<file path="config.mk">
export PLATFORM = sky130hd
export DESIGN_NAME = binary_to_bcd_converter
export DESIGN_NICKNAME = d
export VERILOG_FILES = /design/src/rtl/binary_to_bcd_converter_pkg.sv /design/src/rtl/binary_to_bcd_converter_bcd_digit_adjust.sv /design/src/rtl/binary_to_bcd_converter.sv
export SDC_FILE = /design/constraint.sdc
export NUM_CORES = 1
export LEC_CHECK = 0
export BUFFER_PORTS_ARGS = -buffer_cell sky130_fd_sc_hd__buf_2
export CAP_MARGIN = 0
export CORE_AREA = 2 2 80 82
export CTS_BUF_LIST = sky130_fd_sc_hd__clkbuf_8
export DETAILED_ROUTE_END_ITERATION = 8
export DIE_AREA = 0 0 82 84
export HOLD_SLACK_MARGIN = 0.15
export REMOVE_ABC_BUFFERS = 1
export SYNTH_ARGS = -nofsm -noshare
export SYNTH_HDL_FRONTEND = slang
export SYNTH_SLANG_ARGS = --single-unit
</file>
<file path="constraint.sdc">
create_clock -name clk -period 1.85 [get_ports clk]
set_input_delay 0.37 -clock clk [delete_from_list [all_inputs] [get_ports clk]]
set_output_delay 0.37 -clock clk [all_outputs]
set_load 0.02 [all_outputs]
</file>
<file path="src/rtl/binary_to_bcd_converter_pkg.sv">
// Shared constants and FSM encoding for the binary-to-BCD converter.
// Also holds a helper giving the largest value representable in N BCD digits.
package binary_to_bcd_converter_pkg;

   localparam int DIGIT_W = 4;
   localparam logic [DIGIT_W-1:0] BLANK_DIGIT = 4'hF;

   typedef enum logic [1:0] {
      ST_IDLE  = 2'd0,
      ST_SHIFT = 2'd1,
      ST_DONE  = 2'd2
   } state_e;

   function automatic logic [63:0] max_bcd_value(input int digits);
      logic [63:0] p;
      p = 64'd1;
      for (int i = 0; i < digits; i++) begin
         p = p * 64'd10;
      end
      return p - 64'd1;
   endfunction

endpackage

</file>
<file path="src/rtl/binary_to_bcd_converter_bcd_digit_adjust.sv">
// Double-dabble digit correction: a BCD digit of 5 or more gets +3 so the
// following left shift carries correctly into the next digit.
module bcd_digit_adjust
   import binary_to_bcd_converter_pkg::*;
(
   input  logic [DIGIT_W-1:0] digit_i,
   output logic [DIGIT_W-1:0] digit_o
);

   always_comb begin
      digit_o = digit_i;
      if (digit_i >= 4'd5) begin
         digit_o = digit_i + 4'd3;
      end
   end

endmodule

</file>
<file path="src/rtl/binary_to_bcd_converter.sv">
// Sequential shift-and-add-3 binary to packed BCD converter, one shift per clock.
// Optional macro LEADING_ZERO_BLANK_EN blanks leading zero digits (digit 0 never blanked).
module binary_to_bcd_converter
   import binary_to_bcd_converter_pkg::*;
#(
   parameter int WIDTH  = 14,
   parameter int DIGITS = 4
) (
   input  logic                      clk,
   input  logic                      rst_n,
   input  logic                      start,
   input  logic [WIDTH-1:0]          bin,
   output logic                      busy,
   output logic                      done,
   output logic [DIGIT_W*DIGITS-1:0] bcd,
   output logic                      overflow
);

   localparam int BCD_W = DIGIT_W * DIGITS;
   localparam int CNT_W = $clog2(WIDTH + 1);
   localparam logic [63:0] MAX_VAL = max_bcd_value(DIGITS);

   state_e             state_q, state_d;
   logic [WIDTH-1:0]   sh_q, sh_d;
   logic [BCD_W-1:0]   sc_q, sc_d;
   logic [CNT_W-1:0]   cnt_q, cnt_d;
   logic               ovf_pend_q, ovf_pend_d;
   logic               busy_q, busy_d;
   logic               done_q, done_d;
   logic [BCD_W-1:0]   bcd_q, bcd_d;
   logic               overflow_q, overflow_d;
   logic [BCD_W-1:0]   adj;

   for (genvar g = 0; g < DIGITS; g++) begin : g_adj
      bcd_digit_adjust u_adj (
         .digit_i (sc_q[g*DIGIT_W +: DIGIT_W]),
         .digit_o (adj[g*DIGIT_W +: DIGIT_W])
      );
   end

   // Final display value: all BLANK on overflow, optionally blank leading zeros.
   function automatic logic [BCD_W-1:0] format_result(input logic [BCD_W-1:0] sc,
                                                      input logic ovf);
      logic [BCD_W-1:0] r;
      r = sc;
      if (ovf) begin
         r = {DIGITS{BLANK_DIGIT}};
      end
`ifdef LEADING_ZERO_BLANK_EN
      else begin
         logic seen;
         seen = 1'b0;
         for (int i = DIGITS - 1; i >= 1; i--) begin
            if (!seen && (r[i*DIGIT_W +: DIGIT_W] == '0)) begin
               r[i*DIGIT_W +: DIGIT_W] = BLANK_DIGIT;
            end else begin
               seen = 1'b1;
            end
         end
      end
`endif
      return r;
   endfunction

   always_comb begin
      state_d    = state_q;
      sh_d       = sh_q;
      sc_d       = sc_q;
      cnt_d      = cnt_q;
      ovf_pend_d = ovf_pend_q;
      busy_d     = busy_q;
      done_d     = 1'b0;
      bcd_d      = bcd_q;
      overflow_d = overflow_q;
      unique case (state_q)
         ST_IDLE: begin
            if (start) begin
               state_d    = ST_SHIFT;
               sh_d       = bin;
               sc_d       = '0;
               cnt_d      = CNT_W'(WIDTH);
               ovf_pend_d = (64'(bin) > MAX_VAL);
               busy_d     = 1'b1;
            end
         end
         ST_SHIFT: begin
            // Top bit of the top digit falls off; only reachable when overflow is pending.
            sc_d  = {adj[BCD_W-2:0], sh_q[WIDTH-1]};
            sh_d  = sh_q << 1;
            cnt_d = cnt_q - CNT_W'(1);
            if (cnt_q == CNT_W'(1)) begin
               state_d = ST_DONE;
            end
         end
         ST_DONE: begin
            bcd_d      = format_result(sc_q, ovf_pend_q);
            overflow_d = ovf_pend_q;
            done_d     = 1'b1;
            busy_d     = 1'b0;
            state_d    = ST_IDLE;
         end
         default: begin
            state_d = ST_IDLE;
            busy_d  = 1'b0;
         end
      endcase
   end

   always_ff @(posedge clk or negedge rst_n) begin
      if (!rst_n) begin
         state_q    <= ST_IDLE;
         sh_q       <= '0;
         sc_q       <= '0;
         cnt_q      <= '0;
         ovf_pend_q <= 1'b0;
         busy_q     <= 1'b0;
         done_q     <= 1'b0;
         bcd_q      <= '0;
         overflow_q <= 1'b0;
      end else begin
         state_q    <= state_d;
         sh_q       <= sh_d;
         sc_q       <= sc_d;
         cnt_q      <= cnt_d;
         ovf_pend_q <= ovf_pend_d;
         busy_q     <= busy_d;
         done_q     <= done_d;
         bcd_q      <= bcd_d;
         overflow_q <= overflow_d;
      end
   end

   assign busy     = busy_q;
   assign done     = done_q;
   assign bcd      = bcd_q;
   assign overflow = overflow_q;

endmodule

</file>
==> out/qor.yml <==
outcome:
  status: "complete, no violations"
synthesis:
  yosys_register_bits: 56
  avgSynthCellArea_um2: 9.74
  synth_top_area_share_pct: 53.9
  yosysTopAreaCell: "dfrtp_1"
  synth_area_um2: 2600
  synthTopCellsByArea: "dfrtp_1 54%, nand2_1 6.8%, o21ai_0 6.2%, ha_1 4.8%, a22oi_1 3.8%"
  postSynthCellCount: 267
  synth-main-ff-cell: "dfrtp_1"
  yosysSeqAreaShare_pct: 53.9
  yosysMostFrequentCell: "dfrtp_1"
  synth_edf_count: 0
  synthTopCellsByCount: "56 x dfrtp_1, 47 x nand2_1, 32 x o21ai_0, 18 x nor2_1"
  yosys_warnings: 0
  ys_types: 31
  synth-async-reset-ratio_pct: 100
cts:
  root_buffer: "clkbuf_8"
  cts_buffers: 5
  h-tree-depth: 2
  clk_pin_slew_ps: 100
  cts.sinks: 56
  cts_tree: "yes"
  clkLatencyLatePin_ps: 300
  post_cts.repair.setup_buffers: 0
  cts_buffer_depth: 2
critical_path:
  cp-start-kind: "flop"
  arrival_ps: 1890
  worstSetupEndpointType: "flop"
  crit_required_ps: 2080
  path_class: "flop to flop"
  cp_max_fo: 5
timing:
  setup_viol: 0
  rsz0062_at_grt: "false"
  finalCritPeriodShare_pct: 89.5
  skew_ps: 5.93
  final.min_clock_period_ps: 1660
  max_freq_mhz: 604
  slew_headroom_pct: 58.7
  tightestPinTransition_ps: 620
  worst_slack_ps: 195
  slew_viol_final: 0
  finalHoldViolCount: 0
finish:
  layout.nets: 327
  drive_above_1_share_pct: 18.3
  area_growth_pct: 15.5
  fin_cells: 378
  antenna_cells: 0
  seq_area_um2: 1400
  filler_cell_count: 576
  postLayoutCoreUtil_pct: 49.3
  multi_input_area_um2: 1070
route:
  top_layer: "met4"
  drt_iter0_markers: 86
  dr.pass1.iters: 4
  met3RoutedLength_um: 199
  met1_length_mm: 2.40
  routed_via_density: 5.11
  wl_per_cell_um: 13.1
  dr_wl_met2_mm: 2.30
  drc_errors: 0
  drtAntennaViolNets: 0
  vias: 1930
  wirelength_mm: 4.97
power_and_ir_drop:
  switching_power_w: 0.00190
  p_leak_nw: 1.46
  ir_drop_uv: 567
  seqPwrFrac_pct: 43.2
  pwr_density_cell_nw_per_um2: 1620
  swShare_pct: 39.1
  power_frac_comb_pct: 40.3
  p_int_w: 0.00297
  clkPwrFrac_pct: 16.5
global_routing:
  grt_pass1_vias: 1933
  grt_util_all_layers_pct: 16.2
  overflow: 0
  grt_pass1_wl_mm: 8.77
  grt_max_degree: 57
  antenna_found_initial: 0
die:
  start_util_pct: 42.7
  core_um2: 6100
  die_w_um: 82
  die_area_um2: 6890
  dieHeight_um: 84
  num_rows: 29
  io_pins: 36
placed_design:
  place.gp.congestion: 0.808
  port_buffers: 35
  place_inst: 369
  hpwl_mm: 3.21
  dpl_worst_slack_ps: 156
hold_path:
  hold_class: "input port to flop"
flow_run:
  drv_cap: 0
[metal layers]
layer / track usage [%] / up-vias
met3: 4.00 / 6
li1: - / 979
met2: 26.4 / 34
met4: 5.76 / 0
met1: 20.5 / 911
met5: 0 / -
[kinds of logic (layout without fill, tap and decap cells)]
family                   after synthesis  count (layout)  share of synthesized area, %
XOR/XNOR                               7               7                          2.36
adder cells (fa/ha/maj)               10              10                          4.81
AO/OA/AOI/OAI                         68              68                          16.7
flip-flops                            56              56                          53.9
buffers and inverters                 30              64                          5.29
multiplexers                           2               2                         0.866
AND/OR/NAND/NOR                       94              94                          16.1
[power groups by stage]
stage | clock [W] | sequential, W | combinational, W
5_1_grt | 0.000876 | 0.00219 | 0.00226
3_3_place_gp | 0 | 0.00211 | 0.00194
3_5_place_dp | 0 | 0.00213 | 0.00198
6_report | 0.000802 | 0.00211 | 0.00196
2_1_floorplan | 0 | 0.00220 | 0.00124
4_1_cts | 0.000836 | 0.00211 | 0.00199
[final timing paths]
kind / cells past startpoint / end / slack [ps] / start
setup / recovery: 6 / sc_q[6]$_DFFE_PN0P_ / 190 / sc_q[4]$_DFFE_PN0P_
hold / removal: 3 / sh_q[0]$_DFFE_PN0P_ / 250 / bin[0]
setup reg to reg: 6 / sc_q[6]$_DFFE_PN0P_ / 190 / sc_q[4]$_DFFE_PN0P_
hold reg to reg: 2 / bcd[0]$_DFFE_PN0P_ / 480 / bcd[0]$_DFFE_PN0P_
max in group asynchronous: 3 / bcd[1]$_DFFE_PN0P_ / 1020 / rst_n
min in group asynchronous: 3 / bcd[15]$_DFFE_PN0P_ / 580 / rst_n
[layout make-up]
cell class,count,area share [%]
sequential,56,46.7
timing repair buffer,43,9.17
clock inverter,3,1.42
clock buffer,5,2.29
multi-input combinational,181,35.6
inverter,13,1.62
tap,77,3.21
[placed cells by master, fill, tap and decap left out, types with 2 or more instances in the layout]
cell type / instances
o21ai_0: 32
nand2b_1: 6
nand2_1: 47
a31oi_1: 2
clkbuf_8: 5
xor2_1: 3
a22oi_1: 13
nor2_1: 18
mux2_2: 2
buf_2: 35
dfrtp_1: 56
and3_1: 2
inv_1: 13
a32o_1: 4
ha_1: 10
a211oi_1: 2
a311o_1: 2
buf_12: 3
o31ai_1: 8
nor3_1: 3
nand3_1: 11
xnor2_1: 4
buf_4: 4
a21oi_1: 3
[sequential cells by signal (all words and copies together) (netlist names)]
| register | flops |
|---|---|
| bcd | 16 |
| busy | 1 |
| cnt_q | 4 |
| done | 1 |
| overflow | 1 |
| ovf_pend_q | 1 |
| sc_q | 16 |
| sh_q | 14 |
| state_q | 2 |
[critical path, stage by stage, from the launching register on]
cell and delay, ps:
dfrtp_1 440, inv_1 120, ha_1 210, nand2b_1 90
a21oi_2 210, mux2_2 360, o21ai_0 150
[metrics by stage]
step / setup TNS, ps / hold WS [ps] / area [µm²] / power (W)
after floorplan: -7650 / 74.4 / 2510 / 0.00345
after global placement: 0 / 399 / 2880 / 0.00406
after detailed placement: 0 / 395 / 2880 / 0.00412
after CTS: 0 / 245 / 3000 / 0.00494
after global routing: 0 / 248 / 3000 / 0.00533
final: 0 / 254 / 3000 / 0.00487
[repair_timing]
action / 4_1_cts / 5_1_grt
setup endpoints to repair: 0 / 1
hold buffers: 1 / 0
endpoints found under the hold margin: 56 / 0
resized for setup: 0 / 1
Note: power is estimated with default switching activity, not from simulation.
